===== config.mk =====
export PLATFORM = sky130hd
export DESIGN_NAME = traffic_light_controller_flat
export DESIGN_NICKNAME = d
export VERILOG_FILES = /design/src/rtl/traffic_light_controller_if.sv /design/src/rtl/traffic_light_controller.sv /design/src/flat_wrapper.sv
export SDC_FILE = /design/constraint.sdc
export NUM_CORES = 1
export LEC_CHECK = 0
export BUFFER_PORTS_ARGS = -buffer_cell sky130_fd_sc_hd__buf_2
export CAP_MARGIN = 20
export CORE_AREA = 2 2 39 41
export DETAILED_ROUTE_END_ITERATION = 12
export DIE_AREA = 0 0 41 43
export GPL_TIMING_DRIVEN = 0
export HOLD_SLACK_MARGIN = 0.12
export PLACE_DENSITY = 0.75
export SLEW_MARGIN = 10
export SYNTH_ARGS = -nofsm -noshare
export SYNTH_HDL_FRONTEND = slang
export SYNTH_SLANG_ARGS = --single-unit

===== constraint.sdc =====
create_clock -name clk -period 5.85 [get_ports clk]
set_clock_uncertainty 0.1 [all_clocks]
set_input_delay 0.2925 -clock clk [delete_from_list [all_inputs] [get_ports clk]]
set_output_delay 0.2925 -clock clk [all_outputs]
set_load 0.005 [all_outputs]

===== src/rtl/traffic_light_controller_if.sv =====
// Lamp bundle for the four approaches of the T-junction controller.
// Each lamp is one-hot {red, yellow, green}.
interface traffic_light_controller_if;
    logic [2:0] light_M1;
    logic [2:0] light_S;
    logic [2:0] light_MT;
    logic [2:0] light_M2;

    modport master (
        output light_M1,
        output light_S,
        output light_MT,
        output light_M2
    );

    modport slave (
        input light_M1,
        input light_S,
        input light_MT,
        input light_M2
    );
endinterface


===== src/rtl/traffic_light_controller.sv =====
// Six-phase timed Moore sequencer for a T-junction (main, turn lane, side road).
// A per-phase counter sets each phase length; lamps decode from the state only.
module traffic_light_controller #(
    parameter int unsigned T_MG  = 7,
    parameter int unsigned T_Y   = 2,
    parameter int unsigned T_TG  = 5,
    parameter int unsigned T_SG  = 3,
    parameter int unsigned CNT_W = 8
) (
    input  logic                          clk,
    input  logic                          rst,
    traffic_light_controller_if.master    lights
);

    typedef enum logic [2:0] {
        S1 = 3'd0,
        S2 = 3'd1,
        S3 = 3'd2,
        S4 = 3'd3,
        S5 = 3'd4,
        S6 = 3'd5
    } state_t;

    localparam logic [2:0] RED    = 3'b100;
    localparam logic [2:0] YELLOW = 3'b010;
    localparam logic [2:0] GREEN  = 3'b001;

    state_t           state_r;
    state_t           state_s;
    logic [CNT_W-1:0] cnt_r;
    logic [CNT_W-1:0] cnt_s;
    logic [CNT_W-1:0] dur_s;
    logic [2:0]       m1_s;
    logic [2:0]       m2_s;
    logic [2:0]       mt_s;
    logic [2:0]       s_s;

    function automatic logic [CNT_W-1:0] phase_len(input state_t st);
        case (st)
            S1:      phase_len = CNT_W'(T_MG);
            S3:      phase_len = CNT_W'(T_TG);
            S5:      phase_len = CNT_W'(T_SG);
            default: phase_len = CNT_W'(T_Y);
        endcase
    endfunction

    function automatic state_t phase_next(input state_t st);
        case (st)
            S1:      phase_next = S2;
            S2:      phase_next = S3;
            S3:      phase_next = S4;
            S4:      phase_next = S5;
            S5:      phase_next = S6;
            default: phase_next = S1;
        endcase
    endfunction

    // State and phase-counter registers
    always_ff @(posedge clk or negedge rst) begin
        if (!rst) begin
            state_r <= S1;
            cnt_r   <= '0;
        end else begin
            state_r <= state_s;
            cnt_r   <= cnt_s;
        end
    end

    // Next-state and counter logic; counter only ever compared against D-1
    always_comb begin
        state_s = S1;
        cnt_s   = '0;
        dur_s   = phase_len(state_r);
        case (state_r)
            S1, S2, S3, S4, S5, S6: begin
                if (cnt_r == dur_s - CNT_W'(1)) begin
                    state_s = phase_next(state_r);
                    cnt_s   = '0;
                end else begin
                    state_s = state_r;
                    cnt_s   = cnt_r + CNT_W'(1);
                end
            end
            default: begin
                state_s = S1;
                cnt_s   = '0;
            end
        endcase
    end

    // Moore lamp decode; an unreachable encoding shows all-red
    always_comb begin
        m1_s = RED;
        m2_s = RED;
        mt_s = RED;
        s_s  = RED;
        case (state_r)
            S1: begin m1_s = GREEN;  m2_s = GREEN;  end
            S2: begin m1_s = GREEN;  m2_s = YELLOW; end
            S3: begin m1_s = GREEN;  mt_s = GREEN;  end
            S4: begin m1_s = YELLOW; mt_s = YELLOW; end
            S5: begin s_s  = GREEN;  end
            S6: begin s_s  = YELLOW; end
            default: begin
                m1_s = RED;
                m2_s = RED;
                mt_s = RED;
                s_s  = RED;
            end
        endcase
    end

    assign lights.light_M1 = m1_s;
    assign lights.light_M2 = m2_s;
    assign lights.light_MT = mt_s;
    assign lights.light_S  = s_s;

endmodule


===== src/flat_wrapper.sv =====
// flat-port wrapper written by rule: the top's interface ports become plain ports
module traffic_light_controller_flat 
#(
    parameter int unsigned T_MG  = 7,
    parameter int unsigned T_Y   = 2,
    parameter int unsigned T_TG  = 5,
    parameter int unsigned T_SG  = 3,
    parameter int unsigned CNT_W = 8
)
  (clk, rst, lights_light_M1, lights_light_S, lights_light_MT, lights_light_M2);
  traffic_light_controller_if lights_i ();
  input  logic clk;
  input  logic rst;
  output wire logic [$bits(lights_i.light_M1)-1:0] lights_light_M1;
  output wire logic [$bits(lights_i.light_S)-1:0] lights_light_S;
  output wire logic [$bits(lights_i.light_MT)-1:0] lights_light_MT;
  output wire logic [$bits(lights_i.light_M2)-1:0] lights_light_M2;
  assign lights_light_M1 = lights_i.light_M1;
  assign lights_light_S = lights_i.light_S;
  assign lights_light_MT = lights_i.light_MT;
  assign lights_light_M2 = lights_i.light_M2;
  traffic_light_controller #(.T_MG(T_MG), .T_Y(T_Y), .T_TG(T_TG), .T_SG(T_SG), .CNT_W(CNT_W)) u_core (.clk(clk), .rst(rst), .lights(lights_i));
endmodule

==> results by stage, run 1 <==
Route:
- The first detailed-routing pass ran for 3 iterations.
- After the first detailed-routing iteration, the DRC count stood at 4.
- After detailed routing, the number of remaining DRC violations is 0.
- After detailed routing, the average wire length per cell comes to roughly 13 um.
- Summed over all layers, the routed wires come to ~1400 um.
- For this block, the via count after detailed routing is roughly 620.
- Using the TritonRoute via totals, the vias-per-cell ratio works out to ~5.6.
- The detail route stage leaves a number of antenna-violating nets equal to 0.

Yosys:
- The register bit count reported by yosys is 11.
- The synthesized netlist occupies a cell area of around 680 um2.
- The gate count after technology mapping is 77.
- The count of synthesis-stage warnings from yosys is 0.
- In this run the mean area of a mapped cell was ~8.8 um2.
- The portion of the post-synthesis area used by sequential elements is 0.405.
- The netlist uses 29 different library cells.
- The number of nets in the synthesized netlist is 80.

Clock tree:
- The longest clock path from root to sink contains 2 buffers.
- The worst-skew pair later-pin latency is ~270 ps.
- The master cell of the clock root buffer is clkbuf_4.
- The number of CTS-inserted buffers is 3.
- Counting every sink on the clock net gives 11.
- CTS built an H-tree with a depth of 1.
- Clock-pin slew was measured on the worst setup and hold paths at around 70 ps.
- The CTS tree is built.
- The number of buffers inserted by post-CTS setup repair is 0.

STA:
- The total count of max-transition violations in the final report is 0.
- The final number of hold-violating endpoints is 0.
- Static timing analysis puts the maximum clock frequency at 508 MHz.
- The number of endpoints failing setup at the final stage is 0.
- At the pin with the least slew margin, the transition time is 442 ps.
- The worst max-slew margin expressed relative to the limit is 0.705.
- The share of the cycle needed by the critical path after routing is 0.336.
- Setup repair after global routing left no endpoint under its margin.
- For the final routed database, the setup TNS stands at 0 ps.
- The routed design could run at a clock period as short as slightly below 2000 ps.

Placement:
- The number of buffers inserted by port buffering is 13.
- The HPWL after detailed placement is roughly 1000 um.
- At the end of routability-driven placement, the weighted congestion stood at roughly 0.75.

Global route:
- Entering global routing, the biggest net connects 12 pins.
- The first global-routing pass estimated 2360 um of wire.
- The number of global-route vias before repair is between 500 and 600.
- For this run, the total global-route usage over all layers was measured as 0.201.
- The initial antenna violation count is 0.
- For this run the aggregate overflow at the end of global routing stands at 0.

Final layout:
- For this run, the share of the core covered by cells in the final layout is 0.579.
- In the layout the commonest cells are buf_2, dfrtp_1, nor2_1, clkbuf_1, a21oi_1.
- At the end of the flow, the number of nets in the layout was 99.
- The fraction of layout instances using a drive strength above 1 is 0.232.
- The number of antenna repair diodes is 0.
- Leaving out fill and tap cells, the most frequent cell in the layout is buf_2.
- The synthesis-to-finish area growth is 17.9%.

Worst setup path:
- The worst register-to-register path has a setup slack of about 3900 ps.
- Of all nets on the critical path, the largest fanout is 5.
- The critical setup path kind is reg2reg.
- STA classifies the critical path endpoint as a register.
- At the worst endpoint, the required time is roughly 6000 ps.
- The arrival time of data at the critical path endpoint is just over 2000 ps.
- The worst setup path is launched from a register.

Power:
- Dividing total power by cell area gives a power density of about 160 nW/um2.
- The analysis attributes to cell leakage a power of roughly 0.00036 uW.
- The worst-case vdd ir drop is around 0.000087 V.

Floorplan:
- The x dimension of the die is between 40 and 50 um.
- 14 I/O pins were placed.
- The initialized floorplan defines 14 standard-cell rows.
- The initial core utilization is 0.491.
- The floorplan step defined a die boundary enclosing 1760 um2.
- After floorplanning, the core was sized to cover approximately 1400 um2.
- The floorplan die height is ~43 um.

Outcome:
- The run finished with clean final reports.

Hold path:
- The class of the tightest hold or removal check is in2async.

Run:
- Across the run, the number of max-cap violations was 0.
logic make-up after synthesis:
family                   count (synthesis)  synth area share
AND/OR/NAND/NOR                         32             0.269
AO/OA/AOI/OAI                           17             0.164
flip-flops                              11             0.405
buffers and inverters                   10            0.0608
XOR/XNOR                                 4            0.0516
multiplexers                             2            0.0313
adder cells (fa/ha/maj)                  1            0.0184
Yosys cell counts (all sizes together):
master	instances	area (um2)
a21oi	6	30.0
a221oi	1	15.0
a311oi	2	17.5
a31oi	1	6.26
and2	1	6.26
buf	1	7.51
clkbuf	7	26.3
dfrtp	11	275
ha	1	12.5
inv	2	7.51
mux2	1	11.3
mux2i	1	10.0
nand2	5	18.8
nand2b	3	18.8
nand3	2	10.0
nand4bb	1	11.3
nor2	9	33.8
nor2b	1	6.26
nor3	2	10.0
nor4b	1	15.0
o211ai	1	7.51
o21ai	4	20.0
o31ai	2	15.0
or2	1	6.26
or3	2	12.5
or4	4	33.8
xnor2	2	17.5
xor2	2	17.5
sequential cells by signal, indices dropped and copies added (netlist names):
register,cells
u_core.state_r,3
u_core.cnt_r,8
area by class of cell:
cell class	instances	area, um2
flip-flops and latches	11	275
clock buffers	4	26.3
plain buffers	8	33.8
fillers	137	583
repair buffers	14	75.1
multi-input cells	56	363
inverters	2	7.51
well taps	16	20.0
timing repair:
action	4_1_cts	5_1_grt
endpoints found under the hold margin	11	0
resized for setup	0	0
hold buffers	1	0
power breakdown:
part / internal (uW) / switching [uW]
Combinational: 0.678 / 1.53
Sequential: 76.0 / 0
Clock: 26.4 / 25.5
Total: 103 / 27.0
critical path: stages, from the launching register on:
cell and delay, ps:
dfrtp_1 420, or4_4 590, or4_1 550, a221oi_2 220
path summary, 6_finish.rpt:
kind,start,to,cells past startpoint
setup / recovery,u_core.cnt_r[5],u_core.state_r[0],3
hold / removal,rst,u_core.cnt_r[7],2
setup reg to reg,u_core.cnt_r[5],u_core.state_r[0],3
hold reg to reg,u_core.cnt_r[7],u_core.cnt_r[7],2
max in group asynchronous,rst,u_core.cnt_r[4],2
min in group clk,u_core.cnt_r[7],u_core.cnt_r[7],2
through the flow:
stage                     cell area, um2  hold slack (ps)  power (uW)  worst slack, ps  cells
after floorplan                      679             -103        77.5             3990     77
after global placement               764             71.8        79.2             3910    106
after detailed placement             764             76.3        79.3             3910    106
after CTS                            801              323         131             3890    111
after global routing                 801              344         137             3780    111
final                                801              318         130             3880    111
metal layers:
| layer | track usage | wire length (um) | vias up |
|---|---|---|---|
| met5 | 0 | 0 | - |
| met4 | 0.120 | 38 | 0 |
| li1 | - | - | 309 |
| met3 | 0.0471 | 51 | 5 |
| met1 | 0.223 | 627 | 290 |
| met2 | 0.325 | 679 | 18 |
Note: power is estimated with default switching activity, not from simulation.
==> run 2, diff against run 1 <==
--- a/config.mk
+++ b/config.mk
@@ -7,12 +7,11 @@
 export LEC_CHECK = 0
 export BUFFER_PORTS_ARGS = -buffer_cell sky130_fd_sc_hd__buf_2
 export CAP_MARGIN = 20
-export CORE_AREA = 2 2 39 41
+export CORE_UTILIZATION = 46
 export DETAILED_ROUTE_END_ITERATION = 12
-export DIE_AREA = 0 0 41 43
 export GPL_TIMING_DRIVEN = 0
 export HOLD_SLACK_MARGIN = 0.12
-export PLACE_DENSITY = 0.75
+export PLACE_DENSITY = 0.72
 export SLEW_MARGIN = 10
 export SYNTH_ARGS = -nofsm -noshare
 export SYNTH_HDL_FRONTEND = slang
==> constraint.sdc (replaced) <==
create_clock -name clk -period 1.75 [get_ports clk]
set_clock_uncertainty 0.1 [all_clocks]
set_input_delay 0.0875 -clock clk [delete_from_list [all_inputs] [get_ports clk]]
set_output_delay 0.0875 -clock clk [all_outputs]
set_load 0.005 [all_outputs]
==> run 2 against run 1 <==
Net effect: the flow now finishes with violations (negative setup slack); sequential power grew to 3.3 times the previous value; clock power grew to 3.2 times the previous value; combinational power grew to 3.2 times the previous value; non-clock buffer count is 5 higher; critical path type unchanged; critical path depth is 1 higher.
==> results by stage, run 2 (synthesis gave the netlist of run 1 again) <==
Outcome:
- The flow ran to the end, but the final reports show violations.
- The final reports fail on negative setup slack.

STA:
- The hold slack is 120 ps (-197 ps).
- The number of endpoints failing setup at the final stage came to 6 (+6).
- The maximum clock frequency is 535 MHz (+5.3%).
- The worst max-slew margin expressed relative to the limit was 0.698 (-0.00609).
- The minimum setup slack in the final design is -119 ps (-4000 ps).
- The share of the cycle needed by the critical path after routing is 1.07 (+0.732).
- The minimum clock period is 1870 ps (-98.5 ps).
- The final number of hold-violating endpoints is 0 (unchanged).
- The slew at the pin closest to its max-slew limit is 452 ps (+10.3 ps).
- Setup repair after global routing could not meet its margin everywhere.
- The total count of max-transition violations in the final report was 0 (unchanged).

Power:
- The worst-case vdd ir drop is 0.000245 V (+180%).
- The static leakage power is 0.000398 uW (+11%).
- The total power draw is 426 uW (+230%).
- The power density over the cells is 493 nW/um2 (+200%).

Run:
- The count of maximum capacitance violations is 0 (unchanged).

Global route:
- The initial antenna violation count is 0 (unchanged).
- The global-route wire length before repair is 2110 um (-11%).
- The global-route met3 utilization is 0.0333 (-0.0138).
- The global-route track usage on met1 came to 0.239 (+0.0166).
- The total routing resource utilization after global routing is 0.196 (-0.00469).
- The maximum number of pins on one net before global-route repair was 12 (unchanged).
- The met2 usage in global routing is 0.325 (+0.000397).
- The number of global-route vias before repair is 490 (-15%).
- The global-route layer with the greatest usage is met2.
- The total congestion overflow after global routing is 0 (unchanged).

Final layout:
- The net count reported at finish is 104 (+5.1%).
- The register with the most flip-flops in the final layout is u_core.cnt_r.
- The fraction of layout instances using a drive strength above 1 is 0.330 (+0.0984).
- The area of all placed cells without fillers is 863 um2 (+7.8%).
- In the final layout, the registers with the most flip-flops are u_core.cnt_r x8, u_core.state_r x3.
- Leaving out fill and tap cells, the most frequent cell in the layout is buf_2.
- The number of antenna repair diodes is 0 (unchanged).
- The library cells used most frequently in the layout, excluding fill and tap cells, are buf_2, dfrtp_1, nor2_1, buf_4, a21oi_1.
- From synthesis to final layout, the design area changed by 27.1%.
- The number of flip-flops under the largest register name came to 8 (unchanged).

Route:
- The count of unresolved DRC violations after routing was 0 (unchanged).
- The via density per instance is 5.32 (-5.0%).
- The number of antenna-violating nets in the routed design is 0 (unchanged).
- The overall routed net length is 1420 um (+1.4%).
- The DRC violation total after the first TritonRoute iteration came to 8 (+4).
- The routed length per placed instance is 12.3 um (-2.2%).
- The number of detailed-routing iterations run before antenna repair is 4 (+1).
- The via count of the routed design is 612 (-1.6%).

Placement:
- The placed wire-length estimate after detailed placement is 962 um (-7.2%).
- The cell area after placement is 767 um2 (+0.33%).
- The number of buffers inserted by port buffering was 13 (unchanged).
- The final RePlAce weighted congestion is 0.798 (+6.1%).

Worst setup path:
- The highest net fanout along the worst path is 3 (-2).
- The category of the worst setup path launch point is a register.
- The arrival time of data at the critical path endpoint is 1950 ps (-100 ps).
- The kind of end point of the critical path is a register.
- The worst endpoint required time is 1840 ps (-4090 ps).
- The critical setup path kind is reg2reg.

Floorplan:
- The x dimension of the die is 40.4 um (-1.4%).
- The floorplan die height is 40.4 um (-6.0%).
- The initial core utilization is 0.509 (+0.0184).
- The total I/O pin count is 14 (unchanged).
- The area enclosed by the die boundary is 1630 um2 (-7.3%).
- The standard-cell row count was 13 (-1).
- The area of the core came to 1330 um2 (-3.6%).

Clock tree:
- The worst-skew pair later-pin latency is 260 ps (about the same).
- The clock-pin slew reported for the worst setup and hold paths after clock tree synthesis is 70 ps (about the same).
- The master cell of the clock root buffer is clkbuf_4.
- The CTS tree is built.
- The buffer levels on the longest clock path is 2 (unchanged).
- The number of CTS-inserted buffers came to 3 (unchanged).
- The TritonCTS sink count is 11 (unchanged).
- The number of H-tree levels is 1 (unchanged).

Hold path:
- The class of the tightest hold or removal check is in2async.
run 2: cell types whose count changed in the layout (fill, tap and decap cells not counted), sizes merged:
cell / change
clkbuf: -1
buf: +6
run 2: worst paths after layout:
check | cells past startpoint | from | endpoint | slack [ps]
worst max-delay path | 4 | u_core.cnt_r[7] | u_core.state_r[1] | -120
worst min-delay path | 2 | rst | u_core.cnt_r[5] | 120
worst max register to register | 4 | u_core.cnt_r[7] | u_core.state_r[1] | -120
worst min register to register | 2 | u_core.cnt_r[6] | u_core.cnt_r[6] | 500
max in group asynchronous | 2 | rst | u_core.cnt_r[2] | 1230
min in group clk | 2 | u_core.cnt_r[6] | u_core.cnt_r[6] | 500
run 2: stage by stage:
step / cells / TNS [ps] / setup WS, ps / util
2_1_floorplan: 77 / -60.0 / -60.0 / -
3_3_place_gp: 105 / -359 / -150 / 0.575
3_5_place_dp: 105 / -399 / -152 / 0.575
4_1_cts: 113 / -244 / -124 / 0.619
5_1_grt: 115 / -714 / -162 / 0.647
6_report: 115 / -340 / -119 / 0.647
run 2: timing repair:
item                                   4_1_cts  5_1_grt
endpoints found under the hold margin       11        0
pin swaps                                    2        1
resized for setup                            0        7
hold buffers                                 1        0
setup endpoints to repair                    5        8
buffers inserted                             3        3
run 2: layout make-up:
class	count	area (um2)
multi-input cells	56	383
fillers	114	470
plain buffers	7	32.5
repair buffers	20	120
well taps	15	18.8
flip-flops and latches	11	275
inverters	2	7.51
clock buffers	4	26.3
run 2: critical path, stage by stage, from the launching register on:
cell     delay [ps]
dfrtp_1         390
or4_4           570
buf_4           150
or4_1           460
a21oi_1         130
run 2: report_power, final:
part           switching, uW  internal (uW)  leakage [uW]
sequential                 0            254      0.000149
combinational           4.85           2.27      0.000234
clock                   76.5           87.9     0.0000150
total                   81.3            344      0.000398
run 2: metal layers:
metal	wire, um	vias up	part of all wire
li1	-	322	-
met1	698	273	0.49
met2	668	17	0.47
met3	48	0	0.034
met4	0	0	0
met5	0	-	0
